--- src/rtl/param_counter.sv ---
// Parametrised up/down/bounce counter with registered terminal-count pulse and direction.
// Define PARAM_COUNTER_GRAY_OUT_EN to add the Gray-coded count_gray output.
module param_counter #(
    parameter int unsigned WIDTH    = 4,
    parameter int unsigned LIMIT    = 9,
    parameter int unsigned STEP     = 1,
    parameter bit          SATURATE = 1'b0
) (
    input  logic             clk,
    input  logic             rst,
    input  logic [1:0]       control,
    input  logic             init,
    input  logic [WIDTH-1:0] initialValue,
    output logic [WIDTH-1:0] count,
`ifdef PARAM_COUNTER_GRAY_OUT_EN
    output logic [WIDTH-1:0] count_gray,
`endif
    output logic             dir,
    output logic             tc
);

    localparam int unsigned XW = WIDTH + 1;

    localparam logic [WIDTH-1:0] LIMIT_W = WIDTH'(LIMIT);
    localparam logic [WIDTH-1:0] STEP_W  = WIDTH'(STEP);
    localparam logic [XW-1:0]    LIMIT_X = XW'(LIMIT);
    localparam logic [XW-1:0]    STEP_X  = XW'(STEP);
    localparam logic [XW-1:0]    ONE_X   = XW'(1);

    localparam logic [1:0] MODE_HOLD   = 2'b00;
    localparam logic [1:0] MODE_UP     = 2'b01;
    localparam logic [1:0] MODE_DOWN   = 2'b10;
    localparam logic [1:0] MODE_BOUNCE = 2'b11;

    logic [WIDTH-1:0] count_q, count_d;
    logic             dir_q, dir_d;
    logic             tc_q, tc_d;

    logic [XW-1:0] count_x;
    logic [XW-1:0] sum_up;
    logic [XW-1:0] wrap_up;
    logic [XW-1:0] wrap_down;

    // Sums carried at WIDTH+1 bits so count+STEP cannot alias back into range.
    always_comb begin
        count_x   = {1'b0, count_q};
        sum_up    = count_x + STEP_X;
        wrap_up   = sum_up - LIMIT_X - ONE_X;
        wrap_down = count_x + (LIMIT_X + ONE_X - STEP_X);
    end

    always_comb begin
        count_d = count_q;
        dir_d   = dir_q;
        tc_d    = 1'b0;

        if (init) begin
            count_d = (initialValue > LIMIT_W) ? LIMIT_W : initialValue;
            dir_d   = 1'b0;
        end else begin
            unique case (control)
                MODE_HOLD: begin
                    count_d = count_q;
                end
                MODE_UP: begin
                    dir_d = 1'b0;
                    if (sum_up <= LIMIT_X) begin
                        count_d = WIDTH'(sum_up);
                    end else begin
                        tc_d    = 1'b1;
                        count_d = SATURATE ? LIMIT_W : WIDTH'(wrap_up);
                    end
                end
                MODE_DOWN: begin
                    dir_d = 1'b1;
                    if (count_q >= STEP_W) begin
                        count_d = count_q - STEP_W;
                    end else begin
                        tc_d    = 1'b1;
                        count_d = SATURATE ? '0 : WIDTH'(wrap_down);
                    end
                end
                MODE_BOUNCE: begin
                    // Direction is kept from the previous mode, so entry after a down run descends first.
                    if (!dir_q) begin
                        if (sum_up >= LIMIT_X) begin
                            count_d = LIMIT_W;
                            dir_d   = 1'b1;
                            tc_d    = 1'b1;
                        end else begin
                            count_d = WIDTH'(sum_up);
                        end
                    end else begin
                        if (count_q <= STEP_W) begin
                            count_d = '0;
                            dir_d   = 1'b0;
                            tc_d    = 1'b1;
                        end else begin
                            count_d = count_q - STEP_W;
                        end
                    end
                end
                default: begin
                    count_d = count_q;
                end
            endcase
        end
    end

    always_ff @(posedge clk) begin
        if (rst) begin
            count_q <= '0;
            dir_q   <= 1'b0;
            tc_q    <= 1'b0;
        end else begin
            count_q <= count_d;
            dir_q   <= dir_d;
            tc_q    <= tc_d;
        end
    end

    assign count = count_q;
    assign dir   = dir_q;
    assign tc    = tc_q;

`ifdef PARAM_COUNTER_GRAY_OUT_EN
    assign count_gray = count_q ^ (count_q >> 1);
`endif

endmodule

--- config.mk ---
export PLATFORM = sky130hd
export DESIGN_NAME = param_counter
export DESIGN_NICKNAME = d
export VERILOG_FILES = /design/src/rtl/param_counter.sv
export SDC_FILE = /design/constraint.sdc
export NUM_CORES = 1
export LEC_CHECK = 0
export CORE_UTILIZATION = 51
export CTS_CLUSTER_SIZE = 12
export DETAILED_ROUTE_END_ITERATION = 6
export PLACE_DENSITY = 0.75
export SYNTH_ARGS = -nofsm -noshare
export SYNTH_HDL_FRONTEND = slang
export SYNTH_SLANG_ARGS = --single-unit
export TNS_END_PERCENT = 1
--- constraint.sdc ---
create_clock -name clk -period 3.2 [get_ports clk]
set_input_delay 0.96 -clock clk [delete_from_list [all_inputs] [get_ports clk]]
set_output_delay 0.96 -clock clk [all_outputs]
set_load 0.01 [all_outputs]
==> results of run 1 <==
==> cell usage in the layout, fill, tap and decap left out, types with 3 or more instances in the layout <==
| master | instances |
|---|---|
| a21oi_1 | 6 |
| o21ai_0 | 7 |
| nand2_1 | 10 |
| dfxtp_1 | 6 |
| nor2b_1 | 3 |
| clkbuf_4 | 3 |
| nand2b_1 | 4 |
| nor2_1 | 9 |
| nor3_1 | 3 |
| inv_1 | 7 |
| ha_1 | 5 |
| clkdlybuf4s50_1 | 14 |
==> worst max-delay path: stages (launching register included) <==
cell       delay [ps]
dfxtp_1           510
inv_1             180
ha_1              420
inv_1             130
ha_1              190
nor2b_1           150
a2111oi_4         390
o21ai_1           220
a211oi_1          380
a2bb2oi_1         110
==> power breakdown <==
part	leakage (uW)	switching [uW]	internal [uW]
logic	0.000284	90.1	80.9
registers	0.0000495	14.5	81.5
clock network	0.0000138	28.2	42.5
==> sequential cells by signal, indices dropped and copies added (netlist names) <==
| register | flops |
|---|---|
| count | 4 |
| dir | 1 |
| tc | 1 |
==> cell families (layout without fill, tap and decap cells) <==
kind of cell / after synthesis / count (layout) / synth area share
AND/OR/NAND/NOR: 45 / 45 / 0.3117
adder cells (fa/ha/maj): 5 / 5 / 0.07911
flip-flops: 6 / 6 / 0.1519
multiplexers: 2 / 2 / 0.02690
XOR/XNOR: 2 / 2 / 0.02216
AO/OA/AOI/OAI: 37 / 37 / 0.3450
buffers and inverters: 13 / 25 / 0.06328
==> final cells by class <==
cell class | count | area share
clock buffers | 3 | 0.02356
well taps | 15 | 0.01963
flip-flops and latches | 6 | 0.1257
multi-input cells | 91 | 0.6492
repair buffers | 15 | 0.1545
inverters | 7 | 0.02749
==> worst paths after layout <==
check,from,to,slack (ps),cells after the start
max reg2reg,count[0],count[3],400,9
min,count[1],count[1],680,2
min reg2reg,count[1],count[1],680,2
max,count[0],count[3],400,9
==> per-layer routing <==
layer | track usage | vias to the layer above
met1 | 0.3291 | 425
met2 | 0.4219 | 30
met5 | 0 | -
li1 | - | 441
met4 | 0.1290 | 0
met3 | 0.04787 | 7
==> metrics by stage <==
step                      instance area (um2)  setup slack (ps)    util
final                                   955.9             398.8  0.6996
after global routing                    955.9             255.9  0.6996
after CTS                               955.9             399.2  0.6996
after detailed placement                933.4             410.9  0.6832
after global placement                  933.4             466.8  0.6832
after floorplan                         790.8             791.0       -
==> results.sh, run 1 <==
export IMPL_drive_gt1_frac=0.09016
export IMPL_drv_slew=0
export IMPL_p_total_uw=337.6
export IMPL_yosysWarnings=0
export IMPL_postRouteAntennaNets=0
export IMPL_ir_drop_mv=0.2427
export IMPL_cts_buffers=3
export IMPL_setup_viol_count_final=0
export IMPL_num_antenna_cells=0
export IMPL_dp_hpwl_mm=1.516
export IMPL_synth_common_cells="10 x nand2_1, 9 x nor2_1, 7 x inv_1, 7 x o21ai_0"
export IMPL_firstDrtPassIters=4
export IMPL_nNetsFinal=138
export IMPL_worst_skew_pair_late_latency_ps=250
export IMPL_crit_type="reg2reg"
export IMPL_powerDensity_nw_per_um2=353.2
export IMPL_grt_pass1_wl_mm=2.987
export IMPL_cts_sinks=6
export IMPL_wl_per_cell_um=14.66
export IMPL_synth_cell_type_count=47
export IMPL_portBuffers=14
export IMPL_die_y_um=41.38
export IMPL_start_kind="flop"
export IMPL_cts_tree="done"
export IMPL_fmax_mhz=357.0
export IMPL_regArea_um2=120.1
export IMPL_ys_flop_type="dfxtp_1"
export IMPL_layout_cells_non_filler=137
export IMPL_dieWidth_um=41.38
export IMPL_fill_cells=127
export IMPL_maxCapViolCount=0
export IMPL_relSlewSlack=0.5882
export IMPL_fin_worst_hold_slack_ps=679.7
export IMPL_fin_crit_sh=0.8754
export IMPL_io_pins=15
export IMPL_grt_max_degree=15
export IMPL_vias_per_cell=6.591
export IMPL_place_gp_congestion=0.8838
export IMPL_num_vias=903
export IMPL_cts_resized=0
export IMPL_clockRootBuffer="clkbuf_4"
export IMPL_fin_crit_ps=2801
export IMPL_first_iter_violations=20
export IMPL_outcome="finished clean"
export IMPL_syn_nets=124
export IMPL_hp_class="reg2reg"
export IMPL_num_rows=13
export IMPL_dieArea_um2=1712
export IMPL_antenna_found_initial=0
export IMPL_drt_total_wl_mm=2.009
export IMPL_htree_levels=1
export IMPL_hold_buffers=0
export IMPL_worst_pin_slew_ps=609.1
export IMPL_post_place_cells=134
export IMPL_fin_skew_ps=6.021
export IMPL_synth_seq_area_share=0.1519
export IMPL_hold_viol=0
export IMPL_synth_edf_count=0
export IMPL_async_flop_share=0
export IMPL_yosysTopAreaCell="dfxtp_1"
export IMPL_start_util=0.5788
export IMPL_synth_area_leaders="dfxtp_1 15%, ha_1 7.9%, nand2_1 4.7%"
export IMPL_top_layer="met4"
export IMPL_worstPathMaxFanout=8
export IMPL_core_um2=1366
export IMPL_wl_met2_um=940
export IMPL_tns_ps=0
export IMPL_multi_input_area_um2=620.6
export IMPL_syn_to_final_growth_pct=20.89
export IMPL_syn_avg_cell_area_um2=7.189
export IMPL_drc=0
export IMPL_cts_setup_buffers=0
export IMPL_first_global_vias=710
export IMPL_grt_setup_unrepaired="false"
export IMPL_leakagePower_uw=0.0003472
export IMPL_grt_usage=0.2608
export IMPL_grt_overflow=0
export IMPL_dr_wl_met3_um=82
export IMPL_ys_seq_elements=6
export IMPL_met1_length_um=942
export IMPL_clk_pin_slew_ps=50
export IMPL_netlist_instances=110
export IMPL_synth_top_area_share=0.1519
export IMPL_cp_required_ps=3320
export IMPL_cp_end_kind="flop"
export IMPL_synth_most_common_cell="nand2_1"
export IMPL_clockBufferDepth=2
export IMPL_arrival_ps=2920
export IMPL_netlist_area_um2=790.8
No activity file was read; power rests on OpenSTA's default activity.
==> run 2: changes to the inputs <==
--- a/config.mk
+++ b/config.mk
@@ -5,10 +5,10 @@
 export SDC_FILE = /design/constraint.sdc
 export NUM_CORES = 1
 export LEC_CHECK = 0
-export CORE_UTILIZATION = 51
+export CORE_UTILIZATION = 40
 export CTS_CLUSTER_SIZE = 12
 export DETAILED_ROUTE_END_ITERATION = 6
-export PLACE_DENSITY = 0.75
+export PLACE_DENSITY = 0.61
 export SYNTH_ARGS = -nofsm -noshare
 export SYNTH_HDL_FRONTEND = slang
 export SYNTH_SLANG_ARGS = --single-unit
==> run 2 against run 1 <==
  * Sequential cell count unchanged
  * Largest power group unchanged
  * Critical path depth unchanged
  * Sequential power increased by 2.2%
  * Sequential share of layout area decreased by 0.16 points
  * Largest cell class unchanged
  * Combinational power decreased by 4%
  * Power decreased by 0.37%
  * Routed wire length increased by 1.6%
  * Cell area increased by 1.3%
==> results.sh, run 2 (synthesis gave the netlist of run 1 again) <==
export IMPL_worst_pin_slew_ps=595.0
export IMPL_fill_cells=185
export IMPL_grt_setup_unrepaired="false"
export IMPL_wl_per_cell_um=13.88
export IMPL_clockRootBuffer="clkbuf_4"
export IMPL_num_antenna_cells=0
export IMPL_cp_required_ps=3360
export IMPL_dp_hpwl_mm=1.547
export IMPL_htree_levels=1
export IMPL_tns_ps=0
export IMPL_clk_pin_slew_ps=50
export IMPL_cts_buffers=3
export IMPL_grtUsageMet2=0.3056
export IMPL_maxCapViolCount=0
export IMPL_drive_gt1_frac=0.09016
export IMPL_grt_pass1_wl_mm=3.339
export IMPL_cts_sinks=6
export IMPL_post_route_util=0.5432
export IMPL_die_y_um=46.46
export IMPL_cts_setup_buffers=0
export IMPL_grtUsageMet3=0.03137
export IMPL_grtUsageMet1=0.3179
export IMPL_cp_end_kind="flop"
export IMPL_cp_cell_sequence="inv_1 -> ha_1 -> inv_1 -> ha_1 -> nor2b_1 -> a2111oi_4 -> nor4b_1 -> nand2_1 -> a211oi_1"
export IMPL_num_rows=15
export IMPL_largest_reg_flops=4
export IMPL_critical_path_max_stage_delay_ps=580
export IMPL_most_common_layout_cells="14 x clkdlybuf4s50_1, 10 x nand2_1, 9 x nor2_1"
export IMPL_io_pins=15
export IMPL_vias_per_cell=6.075
export IMPL_core_um2=1783
export IMPL_critPathSlowestCell="nor4b_1"
export IMPL_nNetsFinal=138
export IMPL_hold_buffers=0
export IMPL_grt_max_degree=16
export IMPL_grt_busiest_layer="met1"
export IMPL_dieWidth_um=46.46
export IMPL_firstDrtPassIters=7
export IMPL_leakagePower_uw=0.0003466
export IMPL_dieArea_um2=2159
export IMPL_start_util=0.4435
export IMPL_path_delay_family="simple AND/OR/NAND/NOR gates"
export IMPL_antenna_found_initial=0
export IMPL_relSlewSlack=0.5977
export IMPL_fmax_mhz=371.9
export IMPL_outcome="finished clean"
export IMPL_fin_crit_ps=2689
export IMPL_portBuffers=14
export IMPL_powerDensity_nw_per_um2=347.3
export IMPL_worstPathMaxFanout=8
export IMPL_postRouteAntennaNets=0
export IMPL_layout_setup_ws_ps=511.1
export IMPL_syn_to_final_growth_pct=22.47
export IMPL_first_global_vias=751
export IMPL_place_area_um2=945.9
export IMPL_hp_class="reg2reg"
export IMPL_cts_resized=0
export IMPL_first_iter_violations=28
export IMPL_path_buf_inv=2
export IMPL_drt_total_wl_mm=2.041
export IMPL_fin_skew_ps=4.704
export IMPL_drc=0
export IMPL_place_gp_congestion=0.8726
export IMPL_grt_usage=0.2142
export IMPL_clockBufferDepth=2
export IMPL_crit_type="reg2reg"
export IMPL_dp_slack_ps=514.0
export IMPL_hold_viol=0
export IMPL_setup_viol_count_final=0
export IMPL_fin_crit_sh=0.8403
export IMPL_drv_slew=0
export IMPL_ir_drop_mv=0.1741
export IMPL_arrival_ps=2850
export IMPL_worst_skew_pair_late_latency_ps=250
export IMPL_num_vias=893
export IMPL_p_total_uw=336.4
export IMPL_final_common_cell="clkdlybuf4s50_1"
export IMPL_cts_tree="done"
export IMPL_r2r_setup_slack_ps=510
export IMPL_start_kind="flop"
export IMPL_final_area_um2=968.4
export IMPL_grt_overflow=0
run 2: cell counts in the layout (fill, tap and decap cells not counted):
No cell type changed its count.
run 2: worst paths after layout:
| kind | startpoint | to | depth (start not counted) |
|---|---|---|---|
| max reg2reg | count[0] | tc | 9 |
| min | count[1] | count[1] | 2 |
| max | count[0] | tc | 9 |
| min reg2reg | count[1] | count[1] | 2 |
run 2: routing by layer:
layer,vias to the layer above,part of all wire
met4,0,0.011
met2,45,0.44
met5,-,0
met1,405,0.46
li1,439,-
met3,4,0.079
run 2: metrics by stage:
step | cells | hold WS, ps
final | 147 | 674.0
after global routing | 147 | 706.6
after CTS | 147 | 673.4
after detailed placement | 144 | 668.2
after global placement | 144 | 652.7
after floorplan | 110 | 634.7
run 2: where the power goes:
part	internal [uW]	switching, uW	total, uW
sequential	81.4	16.6	98.0
combinational	80.4	84.8	165
clock	42.6	30.6	73.3
run 2: worst reg2reg max path: cells and delay by family (launching register included):
| kind | cells | cell delay [ps] |
|---|---|---|
| compound gates | 2 | 360 |
| fa+ha+maj | 2 | 540 |
| simple gates | 3 | 910 |
| buf+inv | 2 | 300 |
| flops | 1 | 470 |
run 2: cell type report:
| cell class | count | area, um2 | area share |
|---|---|---|---|
| multi-input cells | 91 | 620.6 | 0.6408 |
| repair buffers | 15 | 147.6 | 0.1525 |
| flip-flops and latches | 6 | 120.1 | 0.1240 |
| well taps | 25 | 31.28 | 0.03230 |
| inverters | 7 | 26.28 | 0.02713 |
| clock buffers | 3 | 22.52 | 0.02326 |
